**src/rtl/mtd_framer.sv**
```systemverilog
// Frames FIFO words as: header, FRAME_LEN payload words, optional checksum word.
// Latency: header is presented one cycle after FIFO non-empty; each payload word takes 3 cycles (fetch, load, present).
// Backpressure: outputs are held while OUT_VALID=1 and OUT_READY=0; no FIFO read is issued until the current word is accepted.
// Optional feature macro: MTD_FRAMER_CHKSUM_EN appends a 16-bit modular checksum word carrying EOF.
module mtd_framer #(
    parameter int          FRAME_LEN = 8,
    parameter logic [15:0] HDR_WORD  = 16'hA55A
) (
    input  logic        RCLK,
    input  logic        RST,
    input  logic [15:0] FIFO_Q,
    input  logic        FIFO_EMPTY,
    output logic        FIFO_RE,
    output logic [15:0] OUT_DATA,
    output logic        OUT_VALID,
    input  logic        OUT_READY,
    output logic        OUT_SOF,
    output logic        OUT_EOF,
    output logic [15:0] FRAME_CNT,
    output logic        BUSY
);

    typedef enum logic [2:0] {
        S_IDLE  = 3'd0,
        S_HDR   = 3'd1,
        S_FETCH = 3'd2,
        S_LOAD  = 3'd3,
        S_PAY   = 3'd4
`ifdef MTD_FRAMER_CHKSUM_EN
        , S_SUM = 3'd5
`endif
    } state_t;

    localparam logic [7:0] IDX_LAST = 8'(FRAME_LEN - 1);

    state_t      r_state;
    state_t      w_next;
    logic [7:0]  r_idx;
    logic [15:0] r_data;
    logic        r_valid;
    logic        r_sof;
    logic        r_eof;
    logic [15:0] r_frame_cnt;
    logic        w_xfer;
    logic        w_last;
    logic        w_re;
`ifdef MTD_FRAMER_CHKSUM_EN
    logic [15:0] r_chk;
`endif

    assign w_xfer = r_valid & OUT_READY;
    assign w_last = (r_idx == IDX_LAST);

    // State register
    always_ff @(posedge RCLK) begin
        if (!RST) r_state <= S_IDLE;
        else      r_state <= w_next;
    end

    // Next-state logic
    always_comb begin
        w_next = r_state;
        case (r_state)
            S_IDLE:  if (!FIFO_EMPTY) w_next = S_HDR;
            S_HDR:   if (w_xfer)      w_next = S_FETCH;
            S_FETCH: if (w_re)        w_next = S_LOAD;
            S_LOAD:                   w_next = S_PAY;
            S_PAY: begin
                if (w_xfer) begin
                    if (!w_last)      w_next = S_FETCH;
`ifdef MTD_FRAMER_CHKSUM_EN
                    else              w_next = S_SUM;
`else
                    else              w_next = S_IDLE;
`endif
                end
            end
`ifdef MTD_FRAMER_CHKSUM_EN
            S_SUM:   if (w_xfer)      w_next = S_IDLE;
`endif
            default:                  w_next = S_IDLE;
        endcase
    end

    // Output decode: FIFO read only when fetching, data available and out of reset
    always_comb begin
        w_re = (r_state == S_FETCH) && !FIFO_EMPTY && RST;
        BUSY = (r_state != S_IDLE);
    end

    // Output word, flags, index, checksum and frame counter
    always_ff @(posedge RCLK) begin
        if (!RST) begin
            r_data      <= 16'h0000;
            r_valid     <= 1'b0;
            r_sof       <= 1'b0;
            r_eof       <= 1'b0;
            r_idx       <= 8'd0;
            r_frame_cnt <= 16'h0000;
`ifdef MTD_FRAMER_CHKSUM_EN
            r_chk       <= 16'h0000;
`endif
        end else begin
            case (r_state)
                S_IDLE: begin
                    r_idx <= 8'd0;
`ifdef MTD_FRAMER_CHKSUM_EN
                    r_chk <= 16'h0000;
`endif
                    if (!FIFO_EMPTY) begin
                        r_data  <= HDR_WORD;
                        r_sof   <= 1'b1;
                        r_eof   <= 1'b0;
                        r_valid <= 1'b1;
                    end
                end
                S_HDR: begin
                    if (w_xfer) begin
                        r_valid <= 1'b0;
                        r_sof   <= 1'b0;
                    end
                end
                S_LOAD: begin
                    r_data  <= FIFO_Q;
                    r_valid <= 1'b1;
`ifdef MTD_FRAMER_CHKSUM_EN
                    r_chk   <= r_chk + FIFO_Q;
                    r_eof   <= 1'b0;
`else
                    r_eof   <= w_last;
`endif
                end
                S_PAY: begin
                    if (w_xfer) begin
                        if (!w_last) begin
                            r_idx   <= r_idx + 8'd1;
                            r_valid <= 1'b0;
                        end else begin
`ifdef MTD_FRAMER_CHKSUM_EN
                            // checksum already includes the last word, captured in LOAD
                            r_data  <= r_chk;
                            r_eof   <= 1'b1;
`else
                            r_valid     <= 1'b0;
                            r_eof       <= 1'b0;
                            r_frame_cnt <= r_frame_cnt + 16'd1;
`endif
                        end
                    end
                end
`ifdef MTD_FRAMER_CHKSUM_EN
                S_SUM: begin
                    if (w_xfer) begin
                        r_valid     <= 1'b0;
                        r_eof       <= 1'b0;
                        r_frame_cnt <= r_frame_cnt + 16'd1;
                    end
                end
`endif
                default: ;
            endcase
        end
    end

    assign FIFO_RE   = w_re;
    assign OUT_DATA  = r_data;
    assign OUT_VALID = r_valid;
    assign OUT_SOF   = r_sof;
    assign OUT_EOF   = r_eof;
    assign FRAME_CNT = r_frame_cnt;

endmodule

```
**config.mk**
```make
export PLATFORM = sky130hd
export DESIGN_NAME = mtd_framer
export DESIGN_NICKNAME = d
export VERILOG_FILES = /design/src/rtl/mtd_framer.sv
export SDC_FILE = /design/constraint.sdc
export NUM_CORES = 1
export LEC_CHECK = 0
export BUFFER_PORTS_ARGS = -buffer_cell sky130_fd_sc_hd__buf_2
export CAP_MARGIN = 20
export CORE_ASPECT_RATIO = 1.5
export CORE_UTILIZATION = 25
export DETAILED_ROUTE_END_ITERATION = 6
export SLEW_MARGIN = 5
export SYNTH_ARGS = -nofsm -noshare
export SYNTH_HDL_FRONTEND = slang
export SYNTH_SLANG_ARGS = --single-unit
```
**constraint.sdc**
```tcl
create_clock -name RCLK -period 2.6 [get_ports RCLK]
set_input_delay 0.13 -clock RCLK [delete_from_list [all_inputs] [get_ports RCLK]]
set_output_delay 0.13 -clock RCLK [all_outputs]
set_load 0.005 [all_outputs]
```
# Word level (Yosys, flattened, before mapping)

Cells that the tools add are included.

Input bits: 20
Output and inout port bits: 37
Word-level logic and storage cells: 59
Register bits: 46

$add $sub $neg: 2
Bitwise gates (word level): 1
Mux-type cells: 19
Reductions and logical operators: 18
Equality and inequality tests: 12

Operators by type and width:

| kind                                                            | number |
|---|---|
| 16-bit one-hot mux with 2 select lines                          | 1 |
| 16-bit by 1-bit adder with 16-bit output, second input constant | 1 |
| 16-bit 2-to-1 mux                                               | 1 |
| 8-bit 2-to-1 mux                                                | 2 |
| 8-bit one-hot mux with 2 select lines                           | 1 |
| 3-bit one-hot mux with 5 select lines                           | 1 |
| 3-bit 2-to-1 mux                                                | 4 |
| 2-bit != test, second input constant                            | 6 |
| 3-bit AND reduction                                             | 4 |
| 3-bit nonzero test                                              | 3 |
| 8-bit by 1-bit adder with 8-bit output, second input constant   | 1 |
| 8-bit by 3-bit == test with 1-bit output, second input constant | 1 |
| 4-bit AND reduction                                             | 2 |
| 3-bit by 2-bit == test with 1-bit output, second input constant | 2 |
| 1-bit one-hot mux with 3 select lines                           | 2 |
| 2-bit nonzero test                                              | 3 |
| 1-bit 2-to-1 mux                                                | 5 |
| 3-bit by 1-bit == test with 1-bit output, second input constant | 1 |
| 3-bit == test, second input constant                            | 1 |
| 3-bit logical NOT                                               | 1 |
| 1-bit logical AND                                               | 2 |
| 2-bit 2-to-1 mux                                                | 1 |
| 2-bit by 1-bit != test with 1-bit output, second input constant | 1 |
| 1-bit one-hot mux with 2 select lines                           | 1 |
| other kinds (4)                                                 | 4 |

# Longest topological paths before layout

Gate-level depths: netlist (run 1).

Word-level depth: 5
Gate-level depth with buffers: 6
Depth with buffers taken out: 5

# Worst setup path after synthesis (run 1)

Ideal clock, no wire load.

Path kind: reg2reg
From: register r_idx[3]
To: register r_frame_cnt[13], in the netlist FRAME_CNT[13]
Period minus slack after synthesis: 1.788 ns
Setup slack: 0.812 ns
Buffers on the path: 0
Data required time: 2.528 ns
Library setup time: 0.072 ns
Arrival: 1.716 ns
Cell stages (with the launch flop): 5
Cell sequence: dfxtp_1 > or4_4 > nor4_4 > nor3b_2 > mux2i_1

Longest elaborated chain between the ends: 2

Ends and longest elaborated chain:

| item                                     | line | source |
|---|---|---|
| start, declared                          | 38   | `logic [7:0] r_idx;` |
| start signal, assigned                   | 136  | `r_idx <= r_idx + 8'd1;` |
| 8-bit by 3-bit == test with 1-bit output | 52   | `assign w_last = (r_idx == IDX_LAST);` |
| 3-bit AND reduction (no source line)     | n/a  |  |
| end signal, assigned                     | 146  | `r_frame_cnt <= r_frame_cnt + 16'd1;` |
| end, declared                            | 43   | `logic [15:0] r_frame_cnt;` |

No other way between the ends.
A chain may end at the register's enable or synchronous reset.

# Worst setup path in the final report (run 1)

From: register r_state[2]
To: register r_frame_cnt[10], in the netlist FRAME_CNT[10]

Longest elaborated chain between the ends: 2

Ends and longest elaborated chain:

| item                                 | line | source |
|---|---|---|
| start, declared                      | 36   | `state_t r_state;` |
| start signal, assigned               | 57   | `else r_state <= w_next;` |
| 3-bit == test                        | 104  | `case (r_state)` |
| 3-bit AND reduction (no source line) | n/a  |  |

No other way between the ends.

==> results of run 1 <==
-- cell type report --
class / instances / area, µm² / share of cell area
flip-flops and latches: 46 / 921 / 0.339
multi-input cells: 180 / 1180 / 0.434
inverters: 5 / 18.8 / 0.00690
repair buffers: 59 / 303 / 0.111
well taps: 107 / 134 / 0.0492
clock inverters: 1 / 30.0 / 0.0110
clock buffers: 7 / 133 / 0.0488
-- per-stage QoR --
step / cell area (µm²) / worst slack (ns)
after floorplan: 2180 / 0.812
after global routing: 2720 / 0.384
after detailed placement: 2560 / 0.566
after CTS: 2720 / 0.548
after global placement: 2560 / 0.577
final: 2720 / 0.508
-- cell usage after synthesis (2+ instances only) --
cell type and n:
a31oi_1 3, nand3_1 14, o21a_1 3, o311ai_0 2, o221a_2 9, nor3_1 4, nand2b_1 10, o41ai_1 2
a32oi_1 2, o21ai_0 5, and3_1 5, xnor2_1 2, mux2i_1 10, or4_1 3, nor4_1 2, nand3b_1 4
a22oi_1 9, clkbuf_1 10, o31ai_1 4, nor2_1 24, nand2_1 23, a21oi_1 10, nand4_1 5, ha_1 2
and2_1 3, buf_6 2, inv_1 4, nor4_2 2, and3b_1 2, dfxtp_1 46
-- placed cells by master, fill, tap and decap left out, drive strengths merged, types with 2 or more instances in the layout --
master,instances
or4,4
xnor2,2
clkbuf,7
o311ai,2
mux2i,10
a32oi,2
a22oi,9
dfxtp,46
and3,6
o41ai,2
nand2b,10
nand3b,4
and2,3
buf,59
nor3b,2
a31oi,3
o221a,9
ha,2
nand4,5
o31ai,4
nand3,14
and3b,2
o21a,3
o21ai,6
nor3,4
nand2,23
nor2,24
inv,4
a21oi,10
nor4,5
-- state kept, by name (all words and copies together), names as in the netlist --
name	count
r_state	3
OUT_DATA	16
OUT_SOF	1
FRAME_CNT	16
OUT_VALID	1
r_idx	8
OUT_EOF	1
-- kinds of logic after synthesis --
family	after synthesis	share of synthesized area
and+or+nand+nor	113	0.294
adders and majority gates	2	0.0115
DFF	46	0.423
buffers and inverters	17	0.0362
xor gates and xnor gates	2	0.00804
muxes	10	0.0459
AOI/OAI and AO/OA	53	0.182
-- power breakdown --
part	internal, mW	total, mW	switching (mW)
clock	0.455	0.716	0.262
combinational	0.0511	0.117	0.0654
sequential	0.724	0.740	0.0168
total	1.23	1.57	0.344
-- path summary, 6_finish.rpt --
kind	slack (ns)	depth (start not counted)	endpoint	startpoint
worst min register to register	0.48	2	FRAME_CNT[15]	FRAME_CNT[15]
worst max-delay path	0.51	4	FRAME_CNT[10]	r_state[2]
worst max register to register	0.51	4	FRAME_CNT[10]	r_state[2]
worst min-delay path	0.09	3	OUT_DATA[2]	FIFO_Q[2]
-- per-layer routing --
layer,wire [µm],vias up,part of all wire
li1,-,1017,-
met1,2430,970,0.42
met2,2910,54,0.51
met3,276,11,0.048
met4,130,0,0.023
met5,0,-,0
-- worst max-delay path: stages, from the launching register on --
cell and delay, ns:
dfxtp_1 0.56, nor3b_1 0.50, nand3_1 0.26, or4_1 0.55, a21oi_1 0.15
==> flow_metrics.py, run 1 <==
metrics = {
    "run_status": {
        "status": "finished clean",
    },
    "global_route": {
        "antenna_found_initial": 0,
        "grt_usage": 0.131,
        "grt_pass1_vias": 1853,
        "grt_overflow_total": 0,
        "use_met2": 0.237,
        "grt_busiest_layer": "met2",
        "grtUsageMet1": 0.147,
        "gr-usage-met3": 0.0305,
        "grt_pass1_wl_um": 9270,
        "grt_max_degree": 34,
    },
    "layout": {
        "fillers": 895,
        "layout.nets": 319,
        "antennaDiodeCount": 0,
        "area_delta_synth_final_pct": 24.7,
        "post-route-util": 0.323,
        "drive_gt1_frac": 0.279,
        "final_cells": 405,
    },
    "logic_synthesis": {
        "ys.flop_type": "dfxtp_1",
        "ys_seq_area_frac": 0.423,
        "yosysTopAreaCellShare": 0.423,
        "yosysTopAreaCell": "dfxtp_1",
        "synth_cell_types": 47,
        "synthTopCellsByArea": "dfxtp_1, o221a_2, mux2i_1",
        "synthArstFlopShare": 0,
        "ys_ff_latch": 46,
        "ys_warn_count": 0,
        "syn_avg_cell_area_um2": 8.97,
        "synth_area_um2": 2180,
        "syn-num-nets": 265,
        "netlist_instances": 243,
        "synth_edf_count": 0,
    },
    "setup_path": {
        "cp.required_ns": 2.80,
        "startpoint_type": "flip-flop",
        "path_max_fanout": 13,
        "worstSetupPathType": "reg2reg",
        "worstPathArrival_ns": 2.29,
        "crit_path_end_kind": "flip-flop",
    },
    "timing": {
        "slew_violations": 0,
        "tightest_slew_ns": 0.798,
        "final_hold_viol_count": 0,
        "max_freq_mhz": 478,
        "hold_ws_ns": 0.0887,
        "rsz0062_at_grt": "false",
        "fin_skew_ns": 0.00566,
        "finalSetupViolations": 0,
        "relSlewSlack": 0.465,
        "finalSetupTns_ns": 0,
        "period_minus_slack_ns": 2.09,
        "timing.final.crit_share": 0.804,
    },
    "cts": {
        "clk-insertion-delay-late_ns": 0.29,
        "cts_max_level": 2,
        "cts_resized": 0,
        "clock_path_buffers": 2,
        "cts_tree": "yes",
        "cts_made_buffers": 5,
        "path_clk_slew_ns": 0.06,
        "cts_setup_buffers": 0,
        "cts_hold_buf": 0,
        "root_buffer": "clkbuf_16",
        "clock_sinks": 46,
    },
    "place": {
        "globalplace.congestion": 0.769,
        "dp_hpwl_um": 4080,
        "io_buffers": 56,
        "post-place-cells": 397,
    },
    "power_and_ir_drop": {
        "p_leak_nw": 1.12,
        "p_per_area_nw_per_um2": 579,
        "peakVddDrop_mv": 0.264,
        "p_total_mw": 1.57,
    },
    "floorplan": {
        "die_area_um2": 9100,
        "die_h_um": 116,
        "start_util": 0.259,
        "io_pins": 57,
        "core_area_um2": 8410,
        "rows": 41,
        "die_x_um": 78.2,
    },
    "job": {
        "max-cap-violations": 0,
    },
    "route": {
        "first_iter_violations": 193,
        "vias_per_cell": 5.07,
        "drtAntennaViolNets": 0,
        "wl_um": 5740,
        "drc": 0,
        "drtPass1Iterations": 4,
        "num_vias": 2052,
        "wl_per_cell_um": 14.2,
    },
    "worst_hold_path": {
        "hp-class": "in2reg",
    },
}
Power figures use the tool's default switching activity.
==> run 2: changes to the inputs <==
==> constraint.sdc (replaced) <==
create_clock -name RCLK -period 2.1 [get_ports RCLK]
set_input_delay 0.105 -clock RCLK [delete_from_list [all_inputs] [get_ports RCLK]]
set_output_delay 0.105 -clock RCLK [all_outputs]
set_load 0.005 [all_outputs]
==> run 2 against run 1 <==
Setup slack got worse by 0.34 ns. Wire length decreased by 0.89%. First-iteration DRC count decreased by 48%. Global-route usage decreased by 0.087 points. Register-to-register slack got worse by 0.34 ns. Via count increased by 0.49%. Critical path type unchanged. Largest cell class unchanged. Largest power group unchanged.
==> flow_metrics.py, run 2 (synthesis gave the netlist of run 1 again) <==
metrics = {
    "run_status": {
        "status": "finished clean",
    },
    "cts": {
        "cts_hold_buf": 0,
        "cts_resized": 0,
        "cts_tree": "yes",
        "root_buffer": "clkbuf_16",
        "cts_setup_buffers": 0,
        "clk-insertion-delay-late_ns": 0.29,
        "path_clk_slew_ns": 0.06,
        "cts_made_buffers": 5,
        "clock_path_buffers": 2,
        "cts_max_level": 2,
        "clock_sinks": 46,
    },
    "layout": {
        "drive_gt1_frac": 0.305,
        "layout_common_cells": "buf_2, dfxtp_1, nor2_1, nand2_1, nand3_1",
        "final_cells": 415,
        "layout.nets": 329,
        "antennaDiodeCount": 0,
        "area_delta_synth_final_pct": 28.4,
        "final_common_cell": "buf_2",
    },
    "route": {
        "drtPass1Iterations": 4,
        "wl_um": 5690,
        "vias_per_cell": 4.97,
        "first_iter_violations": 101,
        "num_vias": 2062,
        "drc": 0,
        "drtAntennaViolNets": 0,
        "wl_per_cell_um": 13.7,
    },
    "worst_hold_path": {
        "min_from": "FIFO_Q[12]",
        "hold-path-endpoint": "OUT_DATA[12]",
        "hp-class": "in2reg",
        "hold_depth": 3,
    },
    "timing": {
        "finalSetupTns_ns": 0,
        "max_freq_mhz": 519,
        "slew_violations": 0,
        "rsz0062_at_grt": "false",
        "tightest_slew_ns": 0.507,
        "relSlewSlack": 0.662,
        "fin_skew_ns": 0.00473,
        "timing.final.crit_share": 0.918,
        "finalSetupViolations": 0,
        "period_minus_slack_ns": 1.93,
        "fin_ws_ns": 0.172,
        "final_hold_viol_count": 0,
    },
    "global_route": {
        "grt_usage": 0.130,
        "antenna_found_initial": 0,
        "grt_max_degree": 27,
        "grt_pass1_vias": 1848,
        "grt_overflow_total": 0,
        "grt_pass1_wl_um": 9110,
    },
    "floorplan": {
        "die_h_um": 116,
        "die_area_um2": 9100,
        "die_x_um": 78.2,
        "rows": 41,
        "io_pins": 57,
        "core_area_um2": 8410,
        "start_util": 0.259,
    },
    "setup_path": {
        "r2r_slack_ns": 0.17,
        "critPathLaunch": "r_idx[3]",
        "crit_chain": "or4_4 -> nor4_2 -> nor4b_2 -> mux2i_1",
        "reg2reg_to": "FRAME_CNT[14]",
        "max_stage_delay_ns": 0.61,
        "worstPathArrival_ns": 2.14,
        "crit_path_end_kind": "flip-flop",
        "rr_worst_depth": 4,
        "path_max_fanout": 7,
        "startpoint_type": "flip-flop",
        "r2r_start": "r_idx[3]",
        "cpMaxStageDelayCell": "or4_4",
        "path_buf_inv": 0,
        "cpLargestDelayFamily": "simple AND/OR/NAND/NOR gates",
        "cp.required_ns": 2.32,
        "worstSetupPathType": "reg2reg",
    },
    "job": {
        "max-cap-violations": 0,
    },
    "power_and_ir_drop": {
        "comb_power_share": 0.082,
        "seq_power_share": 0.460,
        "p_total_mw": 1.97,
        "peakVddDrop_mv": 0.306,
        "p_leak_nw": 1.17,
        "clockPowerShare": 0.457,
        "p_switching_mw": 0.443,
        "p_per_area_nw_per_um2": 706,
        "switching_share": 0.224,
        "p_int_mw": 1.53,
    },
    "place": {
        "globalplace.congestion": 0.735,
        "io_buffers": 56,
        "post-place-cells": 407,
        "dp_hpwl_um": 4190,
        "dp_slack_ns": 0.191,
    },
}
==> run 2: cell count changes in the layout (fill, tap and decap cells not counted) <==
cell,change
buf_4,+10
clkinvlp_4,+1
clkbuf_1,-1
==> run 2: area by class of cell <==
cell class                 instances  area [µm²]
inverter                           5        18.8
tap                              107         134
timing repair buffer              69         378
multi-input combinational        180        1180
fill                             906        5620
clock buffer                       6         129
clock inverter                     2        37.5
sequential                        46         921
==> run 2: power groups by stage <==
stage / combinational (mW) / clock [mW] / sequential [mW]
2_1_floorplan: 0.0849 / 0 / 0.931
3_3_place_gp: 0.161 / 0 / 0.927
3_5_place_dp: 0.165 / 0 / 0.928
4_1_cts: 0.165 / 0.935 / 0.908
5_1_grt: 0.184 / 0.959 / 0.911
6_report: 0.163 / 0.903 / 0.909
==> run 2: metrics by stage <==
stage / hold WS (ns) / util / instance area (µm²)
finish: 0.0607 / 0.333 / 2800
global route: 0.0705 / 0.333 / 2800
CTS: 0.0530 / 0.333 / 2800
detailed placement: 0.365 / 0.313 / 2630
global placement: 0.351 / 0.313 / 2630
floorplan: 0.254 / - / 2180
==> run 2: worst max path at each step <==
stage                    endpoint  slack, ns  cells past startpoint
detailed placement  FRAME_CNT[14]       0.19                      4
global route        FRAME_CNT[14]       0.03                      5
floorplan           FRAME_CNT[13]       0.31                      4
finish              FRAME_CNT[14]       0.17                      4
CTS                 FRAME_CNT[14]       0.17                      4
global placement    FRAME_CNT[14]       0.24                      4
==> run 2: routing by layer <==
metal	GRT usage	wire length [µm]	up-vias
li1	-	-	1031
met1	0.147	2470	979
met2	0.230	2860	46
met3	0.0297	250	6
met4	0.0630	118	0
met5	0	0	-
==> run 2: worst min-delay path, cell delays in order <==
cell,delay [ns]
buf_2,0.07
a22oi_1,0.06
nor2_1,0.07
